### config.mk
export PLATFORM = sky130hd
export DESIGN_NAME = mem_arbiter_flat
export DESIGN_NICKNAME = d
export VERILOG_FILES = /design/src/rtl/mem_arb_pkg.sv /design/src/rtl/mem_arbiter_if.sv /design/src/rtl/rr_pick2.sv /design/src/rtl/mem_arbiter.sv /design/src/flat_wrapper.sv
export SDC_FILE = /design/constraint.sdc
export NUM_CORES = 1
export LEC_CHECK = 0
export ABC_CLOCK_PERIOD_IN_PS = 3300
export CAP_MARGIN = 5
export CORE_MARGIN = 4
export CORE_UTILIZATION = 46
export DETAILED_ROUTE_END_ITERATION = 10
export PLACE_DENSITY = 0.9
export SLEW_MARGIN = 0
export SYNTH_ARGS = -nofsm -noshare
export SYNTH_HDL_FRONTEND = slang
export SYNTH_SLANG_ARGS = --single-unit
### constraint.sdc
create_clock -name clk -period 3.3 [get_ports clk]
set_input_delay 0.66 -clock clk [delete_from_list [all_inputs] [get_ports clk]]
set_output_delay 0.66 -clock clk [all_outputs]
set_load 0.05 [all_outputs]
### src/rtl/mem_arb_pkg.sv
// Shared types and default widths for the two-port memory arbiter.
package mem_arb_pkg;

  localparam int ADDR_W_DEF = 5;
  localparam int DATA_W_DEF = 3;

  typedef enum logic [1:0] {
    IDLE   = 2'd0,
    ACCESS = 2'd1,
    RDWAIT = 2'd2
  } state_t;

endpackage

### src/rtl/mem_arbiter_if.sv
// Bundle of both requester handshakes plus the memory-side bus.
// slave: the arbiter's view; master: the clients and memory driving it.
interface mem_arbiter_if
  import mem_arb_pkg::*;
#(
  parameter int ADDR_W = ADDR_W_DEF,
  parameter int DATA_W = DATA_W_DEF
);

  logic              req0, req1;
  logic              we0, we1;
  logic [ADDR_W-1:0] addr0, addr1;
  logic [DATA_W-1:0] wdata0, wdata1;
  logic              gnt0, gnt1;
  logic              rvalid0, rvalid1;
  logic [DATA_W-1:0] rdata0, rdata1;
  logic              mem_write;
  logic [ADDR_W-1:0] mem_addr;
  logic [DATA_W-1:0] mem_data_in;
  logic [DATA_W-1:0] mem_data_out;

  modport slave (
    input  req0, req1, we0, we1, addr0, addr1, wdata0, wdata1, mem_data_out,
    output gnt0, gnt1, rvalid0, rvalid1, rdata0, rdata1,
           mem_write, mem_addr, mem_data_in
  );

  modport master (
    output req0, req1, we0, we1, addr0, addr1, wdata0, wdata1, mem_data_out,
    input  gnt0, gnt1, rvalid0, rvalid1, rdata0, rdata1,
           mem_write, mem_addr, mem_data_in
  );

endinterface

### src/rtl/rr_pick2.sv
// Two-way round-robin pick: a lone request wins outright; on a tie the
// port equal to prio wins.
module rr_pick2 (
  input  logic [1:0] req,
  input  logic       prio,
  output logic       winner,
  output logic       any
);

  // Tie goes to prio, otherwise whichever port is asking.
  always_comb begin
    any    = |req;
    winner = (req == 2'b11) ? prio : req[1];
  end

endmodule

### src/rtl/mem_arbiter.sv
// Shares one single-port synchronous memory between two requesters.
// One access in flight; grants, read-valid and memory drive are registered.
//
//  state  | meaning
//  IDLE   | sample requests, latch winner's fields onto the memory bus
//  ACCESS | grant pulse to owner; memory write happens at end of cycle
//  RDWAIT | read latency countdown; capture data when cnt reaches zero
module mem_arbiter
  import mem_arb_pkg::*;
#(
  parameter int ADDR_W   = ADDR_W_DEF,
  parameter int DATA_W   = DATA_W_DEF,
  parameter int READ_LAT = 1
) (
  input  logic          clk,
  input  logic          reset,
  mem_arbiter_if.slave  bus
);

  // Countdown start value; READ_LAT of zero never enters RDWAIT.
  localparam logic [1:0] CNT_INIT = (READ_LAT > 0) ? 2'(READ_LAT - 1) : 2'd0;

  state_t state, next_state;

  logic              owner;
  logic              prio;
  logic              we_q;
  logic [1:0]        cnt;
  logic              gnt0_q, gnt1_q;
  logic              rvalid0_q, rvalid1_q;
  logic [DATA_W-1:0] rdata0_q, rdata1_q;
  logic              mem_write_q;
  logic [ADDR_W-1:0] mem_addr_q;
  logic [DATA_W-1:0] mem_data_in_q;

  logic              winner;
  logic              any_req;
  logic              latch_en;
  logic              capture_en;
  logic              win_we;
  logic [ADDR_W-1:0] win_addr;
  logic [DATA_W-1:0] win_wdata;

  rr_pick2 u_pick (
    .req    ({bus.req1, bus.req0}),
    .prio   (prio),
    .winner (winner),
    .any    (any_req)
  );

  // Select the winning requester's fields for latching.
  always_comb begin
    win_we    = winner ? bus.we1    : bus.we0;
    win_addr  = winner ? bus.addr1  : bus.addr0;
    win_wdata = winner ? bus.wdata1 : bus.wdata0;
  end

  // State register.
  always_ff @(posedge clk) begin
    if (reset) state <= IDLE;
    else       state <= next_state;
  end

  // Next-state decode and datapath strobes.
  always_comb begin
    next_state = state;
    latch_en   = 1'b0;
    capture_en = 1'b0;
    case (state)
      IDLE: begin
        if (any_req) begin
          latch_en   = 1'b1;
          next_state = ACCESS;
        end
      end
      ACCESS: begin
        if (we_q) begin
          next_state = IDLE;
        end else if (READ_LAT == 0) begin
          capture_en = 1'b1;
          next_state = IDLE;
        end else begin
          next_state = RDWAIT;
        end
      end
      RDWAIT: begin
        if (cnt == 2'd0) begin
          capture_en = 1'b1;
          next_state = IDLE;
        end
      end
      default: next_state = IDLE;
    endcase
  end

  // Datapath: latch request fields, pulse grant/valid, count read latency.
  always_ff @(posedge clk) begin
    if (reset) begin
      owner         <= 1'b0;
      prio          <= 1'b0;
      we_q          <= 1'b0;
      cnt           <= 2'd0;
      gnt0_q        <= 1'b0;
      gnt1_q        <= 1'b0;
      rvalid0_q     <= 1'b0;
      rvalid1_q     <= 1'b0;
      rdata0_q      <= '0;
      rdata1_q      <= '0;
      mem_write_q   <= 1'b0;
      mem_addr_q    <= '0;
      mem_data_in_q <= '0;
    end else begin
      gnt0_q      <= 1'b0;
      gnt1_q      <= 1'b0;
      rvalid0_q   <= 1'b0;
      rvalid1_q   <= 1'b0;
      mem_write_q <= 1'b0;

      if (latch_en) begin
        owner         <= winner;
        prio          <= ~winner;
        we_q          <= win_we;
        mem_write_q   <= win_we;
        mem_addr_q    <= win_addr;
        mem_data_in_q <= win_wdata;
        gnt0_q        <= ~winner;
        gnt1_q        <= winner;
      end

      if (state == ACCESS && !we_q)
        cnt <= CNT_INIT;
      else if (state == RDWAIT && cnt != 2'd0)
        cnt <= cnt - 2'd1;

      if (capture_en) begin
        if (owner) begin
          rdata1_q  <= bus.mem_data_out;
          rvalid1_q <= 1'b1;
        end else begin
          rdata0_q  <= bus.mem_data_out;
          rvalid0_q <= 1'b1;
        end
      end
    end
  end

  assign bus.gnt0        = gnt0_q;
  assign bus.gnt1        = gnt1_q;
  assign bus.rvalid0     = rvalid0_q;
  assign bus.rvalid1     = rvalid1_q;
  assign bus.rdata0      = rdata0_q;
  assign bus.rdata1      = rdata1_q;
  assign bus.mem_write   = mem_write_q;
  assign bus.mem_addr    = mem_addr_q;
  assign bus.mem_data_in = mem_data_in_q;

endmodule
### src/flat_wrapper.sv
// flat-port wrapper written by rule: the top's interface ports become plain ports
module mem_arbiter_flat import mem_arb_pkg::*;
#(
  parameter int ADDR_W   = ADDR_W_DEF,
  parameter int DATA_W   = DATA_W_DEF,
  parameter int READ_LAT = 1
)
  (clk, reset, bus_req0, bus_req1, bus_we0, bus_we1, bus_addr0, bus_addr1, bus_wdata0, bus_wdata1, bus_mem_data_out, bus_gnt0, bus_gnt1, bus_rvalid0, bus_rvalid1, bus_rdata0, bus_rdata1, bus_mem_write, bus_mem_addr, bus_mem_data_in);
  mem_arbiter_if #(.ADDR_W(ADDR_W), .DATA_W(DATA_W)) bus_i ();
  input  logic clk;
  input  logic reset;
  input wire logic [$bits(bus_i.req0)-1:0] bus_req0;
  input wire logic [$bits(bus_i.req1)-1:0] bus_req1;
  input wire logic [$bits(bus_i.we0)-1:0] bus_we0;
  input wire logic [$bits(bus_i.we1)-1:0] bus_we1;
  input wire logic [$bits(bus_i.addr0)-1:0] bus_addr0;
  input wire logic [$bits(bus_i.addr1)-1:0] bus_addr1;
  input wire logic [$bits(bus_i.wdata0)-1:0] bus_wdata0;
  input wire logic [$bits(bus_i.wdata1)-1:0] bus_wdata1;
  input wire logic [$bits(bus_i.mem_data_out)-1:0] bus_mem_data_out;
  output wire logic [$bits(bus_i.gnt0)-1:0] bus_gnt0;
  output wire logic [$bits(bus_i.gnt1)-1:0] bus_gnt1;
  output wire logic [$bits(bus_i.rvalid0)-1:0] bus_rvalid0;
  output wire logic [$bits(bus_i.rvalid1)-1:0] bus_rvalid1;
  output wire logic [$bits(bus_i.rdata0)-1:0] bus_rdata0;
  output wire logic [$bits(bus_i.rdata1)-1:0] bus_rdata1;
  output wire logic [$bits(bus_i.mem_write)-1:0] bus_mem_write;
  output wire logic [$bits(bus_i.mem_addr)-1:0] bus_mem_addr;
  output wire logic [$bits(bus_i.mem_data_in)-1:0] bus_mem_data_in;
  assign bus_i.req0 = bus_req0;
  assign bus_i.req1 = bus_req1;
  assign bus_i.we0 = bus_we0;
  assign bus_i.we1 = bus_we1;
  assign bus_i.addr0 = bus_addr0;
  assign bus_i.addr1 = bus_addr1;
  assign bus_i.wdata0 = bus_wdata0;
  assign bus_i.wdata1 = bus_wdata1;
  assign bus_i.mem_data_out = bus_mem_data_out;
  assign bus_gnt0 = bus_i.gnt0;
  assign bus_gnt1 = bus_i.gnt1;
  assign bus_rvalid0 = bus_i.rvalid0;
  assign bus_rvalid1 = bus_i.rvalid1;
  assign bus_rdata0 = bus_i.rdata0;
  assign bus_rdata1 = bus_i.rdata1;
  assign bus_mem_write = bus_i.mem_write;
  assign bus_mem_addr = bus_i.mem_addr;
  assign bus_mem_data_in = bus_i.mem_data_in;
  mem_arbiter #(.ADDR_W(ADDR_W), .DATA_W(DATA_W), .READ_LAT(READ_LAT)) u_core (.clk(clk), .reset(reset), .bus(bus_i));
endmodule
**After elaboration in Yosys (flattened, before gate mapping)**

Cells that the tools add are included.

- Add/subtract/negate cells: 1
- $mul: 0
- Div/mod/pow operators: 0
- Order comparisons: 0
- Equality and inequality tests: 5
- Shift operators: 0
- Mux-type cells: 14
- Bitwise logic cells: 4
- Reductions and logical operators: 13

Operators with widths:

| kind | number |
|---|---|
| 1-bit two-way mux | 8 |
| 2-bit OR reduction | 4 |
| 2-bit two-way mux | 3 |
| 2-bit one-hot mux with 3 select lines | 1 |
| 2-bit AND reduction | 3 |
| 5-bit two-way mux | 1 |
| 2-bit equality test (second input constant) | 2 |
| 2-bit zero test | 2 |
| 2-bit by 1-bit != test with 1-bit output (second input constant) | 2 |
| 1-bit inverter | 4 |
| 3-bit two-way mux | 1 |
| 2-bit by 1-bit equality test with 1-bit output (second input constant) | 1 |
| 1-bit logical AND | 2 |
| 2-bit nonzero test | 1 |
| 2-bit by 1-bit subtractor with 2-bit output (second input constant) | 1 |
| 1-bit zero test | 1 |

- Bits in registers: 26
- Latch bits: 0
- Bits in writable memories: 0
- Memory bits (read-only): 0
- Output and inout bits: 19
- Logic and storage cells: 51
- Memories: 0

**Longest topological paths before layout**

Gate-level depths: netlist of run 1.

- Depth in word-level cells: 5
- Depth in mapped cells: 5

**Cells and area by module**

A second synthesis of run 1 with hierarchy kept.

- Cell total of the unflattened synthesis: 101
- Area, all modules: 1021.0 um^2

Modules (own cells, without submodules):

| module | instances | cells each | area an instance (um^2) | seq. area each (um^2) |
|---|---|---|---|---|
| mem_arbiter | 1 | 98 | 1003.5 | 520.5 |
| rr_pick2 | 1 | 3 | 17.5 | 0.0 |

**Least setup slack after synthesis of run 1**

OpenSTA, ideal clock, no wires.

- Kind: input to register
- From: in bus_req1
- To: reg u_core.mem_addr_q[0], in the netlist u_core.bus.mem_addr[0]
- Data arrival time: 1.294 ns
- Required time: 3.151 ns
- Setup slack: 1.857 ns
- Cell stages on the path: 4
- Buffers on the path: 1
- Path through: or2_2 -> buf_4 -> a21oi_1 -> a311oi_1

- Longest elaborated chain between the ends: 3
- Elaborated cells on any way between the ends: 6
- Classes of those cells: 1 x eq/ne; 4 x mux; 1 x reduce/logical

Ends and longest elaborated chain:

| what | RTL line | text |
|---|---|---|
| start, declared | flat_wrapper.sv:13 | `input wire logic [$bits(bus_i.req1)-1:0] bus_req1;` |
| 2-bit equality test or 2-bit OR reduction (tied branches) | rr_pick2.sv:13, rr_pick2.sv:12 |  |
| 1-bit two-way mux, on equally long branches | rr_pick2.sv:13, mem_arbiter.sv:71 |  |
| 5-bit two-way mux or 1-bit two-way mux (tied branches) | mem_arbiter.sv:54, mem_arbiter.sv:69 |  |
| end signal, assigned | mem_arbiter.sv:124 | `mem_addr_q <= win_addr;` |
| end, declared | mem_arbiter.sv:33 | `logic [ADDR_W-1:0] mem_addr_q;` |

Several ways; a longest one is shown, not always the timed one.
A chain may end at the register's enable or synchronous reset.

**Worst setup path in the final report of run 1**

- From: reg u_core.rdata0_q[2], in the netlist u_core.bus.rdata0[2]
- To: out bus_rdata0[2]

RTL lines:

| what | RTL line | text |
|---|---|---|
| start, declared | mem_arbiter.sv:31 | `logic [DATA_W-1:0] rdata0_q, rdata1_q;` |
| start signal, assigned | mem_arbiter.sv:140 | `rdata0_q <= bus.mem_data_out;` |
| end, declared | flat_wrapper.sv:25 | `output wire logic [$bits(bus_i.rdata0)-1:0] bus_rdata0;` |

No word-level cell between the ends.

==> flow_summary.rst, run 1 <==
.. list-table::
   :header-rows: 1

   * - Metric
     - Value
   * - Result of the run
     - complete, no violations
   * - CTS buffer count
     - 3
   * - GRT Max-Usage Layer
     - met2
   * - Final Net Count
     - 186
   * - Most frequent cells in the layout
     - sky130_fd_sc_hd__clkdlybuf4s50_1 (43), sky130_fd_sc_hd__dfxtp_1 (26), sky130_fd_sc_hd__a21oi_1 (14)
   * - Clock Tree Buf Depth
     - 2
   * - Period minus WS final
     - 2.15 ns
   * - Count of input and output buffers
     - 43
   * - Chip width
     - 57.7 um
   * - Critical-path top delay cell
     - sky130_fd_sc_hd__clkdlybuf4s50_1
   * - Number of synthesized flops with an enable pin
     - 0
   * - Global route overflow
     - 0
   * - Min-delay worst type
     - reg -> reg
   * - Sequential group share of total power
     - 50.1%
   * - Die area
     - 0.00333 mm2
   * - Endpoint of the lowest-slack register-to-register path
     - u_core.bus.rdata0[2]
   * - Pin count of the biggest net entering global routing
     - 27
   * - Maximum level of the CTS H-tree
     - 1
   * - Reg2Reg Depth
     - 3
   * - Average cell area after synthesis
     - 9.38 um2
   * - TritonCTS clock tree
     - built
   * - Antenna diode count
     - 0
   * - Number of nets in the synthesized netlist
     - 147
   * - Post-placement worst setup slack
     - 0.955 ns
   * - Via-per-instance ratio
     - 5.53
   * - Switching Share
     - 31.2%
   * - Crit. End Element
     - primary output
   * - Count of maximum capacitance violations
     - 0
   * - Initial core utilization
     - 49.9%
   * - Most frequently used flop master after synthesis
     - sky130_fd_sc_hd__dfxtp_1
   * - Register clock-pin slew on the reported worst setup and hold paths
     - 0.13 ns
   * - Area growth from synthesis to layout
     - 38.4%
   * - Cell-by-cell trace of the critical path
     - clkdlybuf4s50_1
   * - Overall power of the completed layout
     - 704 uW
   * - Clk network pwr share
     - 22.1%
   * - Number of antenna violations at the first check in global routing
     - 0
   * - Worst EP required
     - 2.64 ns
   * - Fraction of final layout cells sized beyond drive strength 1
     - 6.29%
   * - Via count
     - 1035
   * - Yosys Warn Count
     - 0
   * - Combined buffer and inverter count along the critical path
     - 1
   * - Share of the core filled with cells in the final layout
     - 69.0%
   * - Filler cell count
     - 169
   * - Power density cells
     - 449 mW/mm2
   * - Number of post-CTS setup repair buffers
     - 0
   * - Clock insertion delay at the later pin of the skew report
     - 0.31 ns
   * - Hold_buf cts
     - 0
   * - Worst Path Arrival
     - 1.49 ns
   * - Post-detailed-route count of antenna-violating nets
     - 0
   * - Total of cells resized after clock tree synthesis
     - 0
   * - Gpl congestion
     - 0.833
   * - Post-synthesis mux area share
     - 5.29%
   * - PnR worst setup slack
     - 1.15 ns
   * - Setup total negative slack
     - 0 ns
   * - Setup slack of the most critical reg-to-reg path
     - 1.91 ns
   * - Crit Path Category
     - reg -> out
   * - Critical path peak fanout
     - 2
   * - Detailed-placement wirelength estimate
     - 2070 um
   * - Fraction of the mapped netlist area in compound gates
     - 18.4%
   * - Global-route met2 utilization
     - 27.7%
   * - Share of the cycle needed by the critical path after routing
     - 65.2%
   * - Fraction of synthesized cell area in xor and xnor cells
     - 0%
   * - Number of cells traversed by the worst hold path
     - 2
   * - Vias in the first global route
     - 981
   * - Combined flip-flop and latch cell area
     - 520 um2
   * - Number of unique standard cell types used by synthesis
     - 31
   * - Placed cell count
     - 183
   * - Final-report max-slew violation count
     - 0
   * - Fraction of met3 tracks used by global routing
     - 3.12%
   * - Number of flip-flops and latches in the synthesized netlist
     - 26
   * - Upper clock frequency limit
     - 0.464 GHz
   * - Overall fraction of global-route tracks in use
     - 16.6%
   * - Unrepaired setup endpoints after global routing
     - false
   * - Type of element launching the critical path
     - register
   * - Hold violation total from the final report
     - 0
   * - P_sw
     - 220 uW
   * - First-pass GRT wire length
     - 4370 um
   * - Worst VDD drop
     - 366 uV
   * - Fin Clk Skew
     - 0.00506 ns
   * - End point of the worst hold path
     - u_core.owner
   * - Die Height
     - 57.7 um
   * - Proportion of synthesized chip area in sequential cells
     - 45.9%
   * - Startpoint of the worst register-to-register path
     - u_core.state[1]
   * - Num ports
     - 44
   * - Largest family of logic cells by synthesized area
     - simple AND/OR/NAND/NOR gates
   * - Number of optimization iterations in the first detailed-route pass
     - 4
   * - Worst path top cell family by delay
     - buffers and inverters
   * - Area taken by multi-input logic gates
     - 537 um2
   * - Number of rows in the core area
     - 17
   * - Cell area after technology mapping
     - 0.00113 mm2
   * - CP max stage delay
     - 0.81 ns
   * - Slew at the pin closest to its max-slew limit
     - 0.902 ns
   * - Number of DRC violations after detailed-routing iteration 0
     - 29
   * - Clk Tree Root Cell
     - sky130_fd_sc_hd__clkbuf_4
   * - Count of final setup violators
     - 0
   * - DRC Markers
     - 0
   * - Fraction of power consumed by combinational cells
     - 27.8%
   * - Final cell count without fillers
     - 187
   * - Met1 track demand over resource in global routing
     - 21.1%
   * - Number of instances in the synthesized netlist
     - 121
   * - Final WL
     - 2710 um
   * - Adder-cell share of the synthesized area
     - 1.10%
   * - TritonCTS Sinks
     - 26
   * - Simple-gate share of the synthesized area
     - 22.5%
   * - Worst hold start
     - u_core.owner
   * - Most common cell after layout, fill and taps aside
     - sky130_fd_sc_hd__clkdlybuf4s50_1
   * - Floorplan core area
     - 0.00228 mm2
   * - Total leakage power
     - 0.576 nW
   * - Routed length per instance
     - 14.5 um
   * - Max-slew headroom at the worst pin
     - 39.7%
   * - Share of flip-flops with an asynchronous set or reset after synthesis
     - 0%
   * - Internal power component
     - 485 uW
==> Yosys cell counts (all sizes together) (2+ instances only) <==
master	n	area (um2)
inv	3	11.3
nand3	10	50.1
nor2	14	71.3
nor4	2	18.8
and3	2	12.5
a21oi	14	70.1
nand2	2	7.51
nor3	2	15.0
nor3b	3	22.5
nand2b	2	12.5
o21ai	9	45.0
dfxtp	26	521
buf	7	58.8
a311oi	9	78.8
mux2i	6	60.1
clkbuf	2	7.51
==> cell type report <==
cell class                      instances  area share [%]
Clock buffer                            4            2.31
Timing Repair Buffer                   43            27.4
Multi-Input combinational cell         83            34.2
Tap cell                               28            2.23
Inverter                                3           0.717
Sequential cell                        26            33.1
==> cell families after synthesis <==
kind of cell / Yosys count
fa+ha+maj: 1
compound gates: 34
simple gates: 42
buf+inv: 12
mux: 6
flops: 26
==> power by group through the flow <==
stage | combinational, mW | clock [mW] | sequential, mW
floorplan | 0.0794 | 0 | 0.410
global placement | 0.192 | 0 | 0.359
detailed placement | 0.196 | 0 | 0.360
CTS | 0.197 | 0.161 | 0.353
global route | 0.208 | 0.171 | 0.356
finish | 0.196 | 0.156 | 0.353
==> worst max-delay path by stage <==
stage	startpoint	endpoint	slack (ns)	depth (start not counted)
finish	u_core.bus.rdata0[2]	bus_rdata0[2]	1.15	1
global route	u_core.bus.rdata1[2]	bus_rdata1[2]	1.09	1
CTS	u_core.bus.rdata0[2]	bus_rdata0[2]	1.13	1
detailed placement	bus_req1	u_core.bus.mem_addr[2]	0.96	4
global placement	bus_req1	u_core.bus.mem_addr[2]	1.06	4
floorplan	bus_req1	u_core.bus.mem_addr[0]	1.86	4
==> through the flow <==
step                hold slack (ns)  area (um2)
global route                  0.542        1570
finish                        0.505        1570
detailed placement            0.480        1530
global placement              0.478        1530
CTS                           0.499        1570
floorplan                     0.457        1130
==> flip-flops by register name (all words and copies together), names as in the netlist <==
signal                  cells
u_core.bus.mem_addr         5
u_core.prio                 1
u_core.bus.gnt0             1
u_core.bus.mem_write        1
u_core.bus.rdata1           3
u_core.bus.gnt1             1
u_core.state                2
u_core.owner                1
u_core.bus.mem_data_in      3
u_core.we_q                 1
u_core.bus.rdata0           3
u_core.bus.rvalid1          1
u_core.bus.rvalid0          1
u_core.cnt                  2
==> layer usage <==
metal / wire [um] / vias to the layer above
li1: - / 518
met1: 1160 / 475
met2: 1360 / 36
met3: 130 / 6
met4: 56 / 0
met5: 0 / -
Power figures use the tool's default switching activity.
==> inputs of run 2 (changes only) <==
- ABC_CLOCK_PERIOD_IN_PS: 3300 -> 1990
- CORE_UTILIZATION: 46 -> 42
- PLACE_DENSITY: 0.9 -> 0.83
- clock period: 3.3 -> 1.99 ns (I/O delays scaled with it)
==> flow_summary.rst, run 2 (synthesized netlist as in run 1, its figures left out) <==
.. list-table::
   :header-rows: 1

   * - Metric
     - Value
   * - Via count
     - 1087
   * - Number of antenna violations at the first check in global routing
     - 0
   * - Most common cell after layout, fill and taps aside
     - sky130_fd_sc_hd__clkdlybuf4s50_1
   * - Via-per-instance ratio
     - 5.69
   * - Number of rows in the core area
     - 18
   * - Fraction of final layout cells sized beyond drive strength 1
     - 7.45%
   * - Combined buffer and inverter count along the critical path
     - 1
   * - Overall power of the completed layout
     - 1.28 mW
   * - Num ports
     - 44
   * - Die Height
     - 60.0 um
   * - Post-placement worst setup slack
     - 0.108 ns
   * - Register clock-pin slew on the reported worst setup and hold paths
     - 0.15 ns
   * - Max-slew headroom at the worst pin
     - 61.2%
   * - Worst EP required
     - 1.59 ns
   * - Final Net Count
     - 188
   * - Pin count of the biggest net entering global routing
     - 27
   * - Gpl congestion
     - 0.840
   * - Setup total negative slack
     - 0 ns
   * - Count of final setup violators
     - 0
   * - Count of input and output buffers
     - 43
   * - Result of the run
     - complete, no violations
   * - Total leakage power
     - 0.593 nW
   * - Crit. End Element
     - primary output
   * - Share of the cycle needed by the critical path after routing
     - 95.7%
   * - Post-detailed-route count of antenna-violating nets
     - 0
   * - DRC Markers
     - 0
   * - Critical path peak fanout
     - 2
   * - Power density cells
     - 799 mW/mm2
   * - Count of maximum capacitance violations
     - 0
   * - Flip-flop count of the largest register after layout
     - 5
   * - PnR worst setup slack
     - 0.0859 ns
   * - Final WL
     - 2830 um
   * - Cell-by-cell trace of the critical path
     - clkdlybuf4s50_1
   * - Routed length per instance
     - 14.8 um
   * - Detailed-placement wirelength estimate
     - 2110 um
   * - Number of optimization iterations in the first detailed-route pass
     - 4
   * - Hold violation total from the final report
     - 0
   * - Critical-path top delay cell
     - sky130_fd_sc_hd__clkdlybuf4s50_1
   * - Cell area after layout
     - 0.00160 mm2
   * - Floorplan core area
     - 0.00252 mm2
   * - Min-delay worst type
     - reg -> reg
   * - Unrepaired setup endpoints after global routing
     - false
   * - Overall fraction of global-route tracks in use
     - 16.3%
   * - Crit Path Category
     - reg -> out
   * - Type of element launching the critical path
     - register
   * - Total of cells resized after clock tree synthesis
     - 0
   * - Upper clock frequency limit
     - 0.525 GHz
   * - Maximum level of the CTS H-tree
     - 1
   * - Period minus WS final
     - 1.90 ns
   * - Number of DRC violations after detailed-routing iteration 0
     - 31
   * - Worst path top cell family by delay
     - buffers and inverters
   * - CP max stage delay
     - 0.81 ns
   * - Vias in the first global route
     - 1010
   * - Most frequent cells in the layout
     - sky130_fd_sc_hd__clkdlybuf4s50_1 (43), sky130_fd_sc_hd__dfxtp_1 (26), sky130_fd_sc_hd__a21oi_1 (14)
   * - First-pass GRT wire length
     - 4500 um
   * - Chip width
     - 60.0 um
   * - Antenna diode count
     - 0
   * - Slew at the pin closest to its max-slew limit
     - 0.579 ns
   * - Placed instance area
     - 0.00155 mm2
   * - Final-report max-slew violation count
     - 0
   * - Hold_buf cts
     - 0
   * - Share of the core filled with cells in the final layout
     - 63.6%
   * - TritonCTS clock tree
     - built
   * - Global route overflow
     - 0
   * - Number of post-CTS setup repair buffers
     - 0
   * - Clock insertion delay at the later pin of the skew report
     - 0.32 ns
   * - Worst VDD drop
     - 478 uV
   * - Fin Clk Skew
     - 0.00759 ns
   * - Clock Tree Buf Depth
     - 2
   * - CTS buffer count
     - 3
   * - Clk Tree Root Cell
     - sky130_fd_sc_hd__clkbuf_4
   * - Worst Path Arrival
     - 1.51 ns
   * - Area growth from synthesis to layout
     - 41.3%
   * - Die area
     - 0.00360 mm2
   * - TritonCTS Sinks
     - 26
   * - Initial core utilization
     - 45.0%
[run 2: changes by cell type in the layout (fill, tap and decap cells not counted), sizes merged]
cell and change:
clkbuf -1, buf +2, bufinv +1
[run 2: cell type report]
class | instances | area, um2
repair buffers | 45 | 445
clock buffers | 3 | 22.5
multi-input cells | 83 | 537
inverters | 3 | 11.3
well taps | 30 | 37.5
clock inverters | 1 | 30.0
flip-flops and latches | 26 | 520
fillers | 220 | 918
[run 2: worst paths after layout]
path | startpoint | to | slack (ns) | depth (start not counted)
max | u_core.bus.mem_data_in[1] | bus_mem_data_in[1] | 0.09 | 1
min | u_core.owner | u_core.owner | 0.50 | 2
max reg2reg | u_core.state[1] | u_core.bus.mem_data_in[1] | 0.59 | 2
min reg2reg | u_core.owner | u_core.owner | 0.50 | 2
[run 2: through the flow]
stage          cells  hold WS [ns]
2_1_floorplan    121         0.457
3_3_place_gp     187         0.479
3_5_place_dp     187         0.485
4_1_cts          191         0.505
5_1_grt          191         0.528
6_report         191         0.503
[run 2: routing by layer]
metal,GRT usage [%],vias to the layer above,share of wire (%)
li1,-,524,-
met1,20.9,512,42
met2,27.9,47,52
met3,1.30,4,4.8
met4,6.65,0,1.5
met5,0,-,0
[run 2: power breakdown]
group	leakage (nW)	internal [mW]	switching, mW	total (mW)
registers	0.213	0.558	0.0292	0.587
logic	0.352	0.137	0.193	0.330
clock network	0.0279	0.204	0.161	0.364
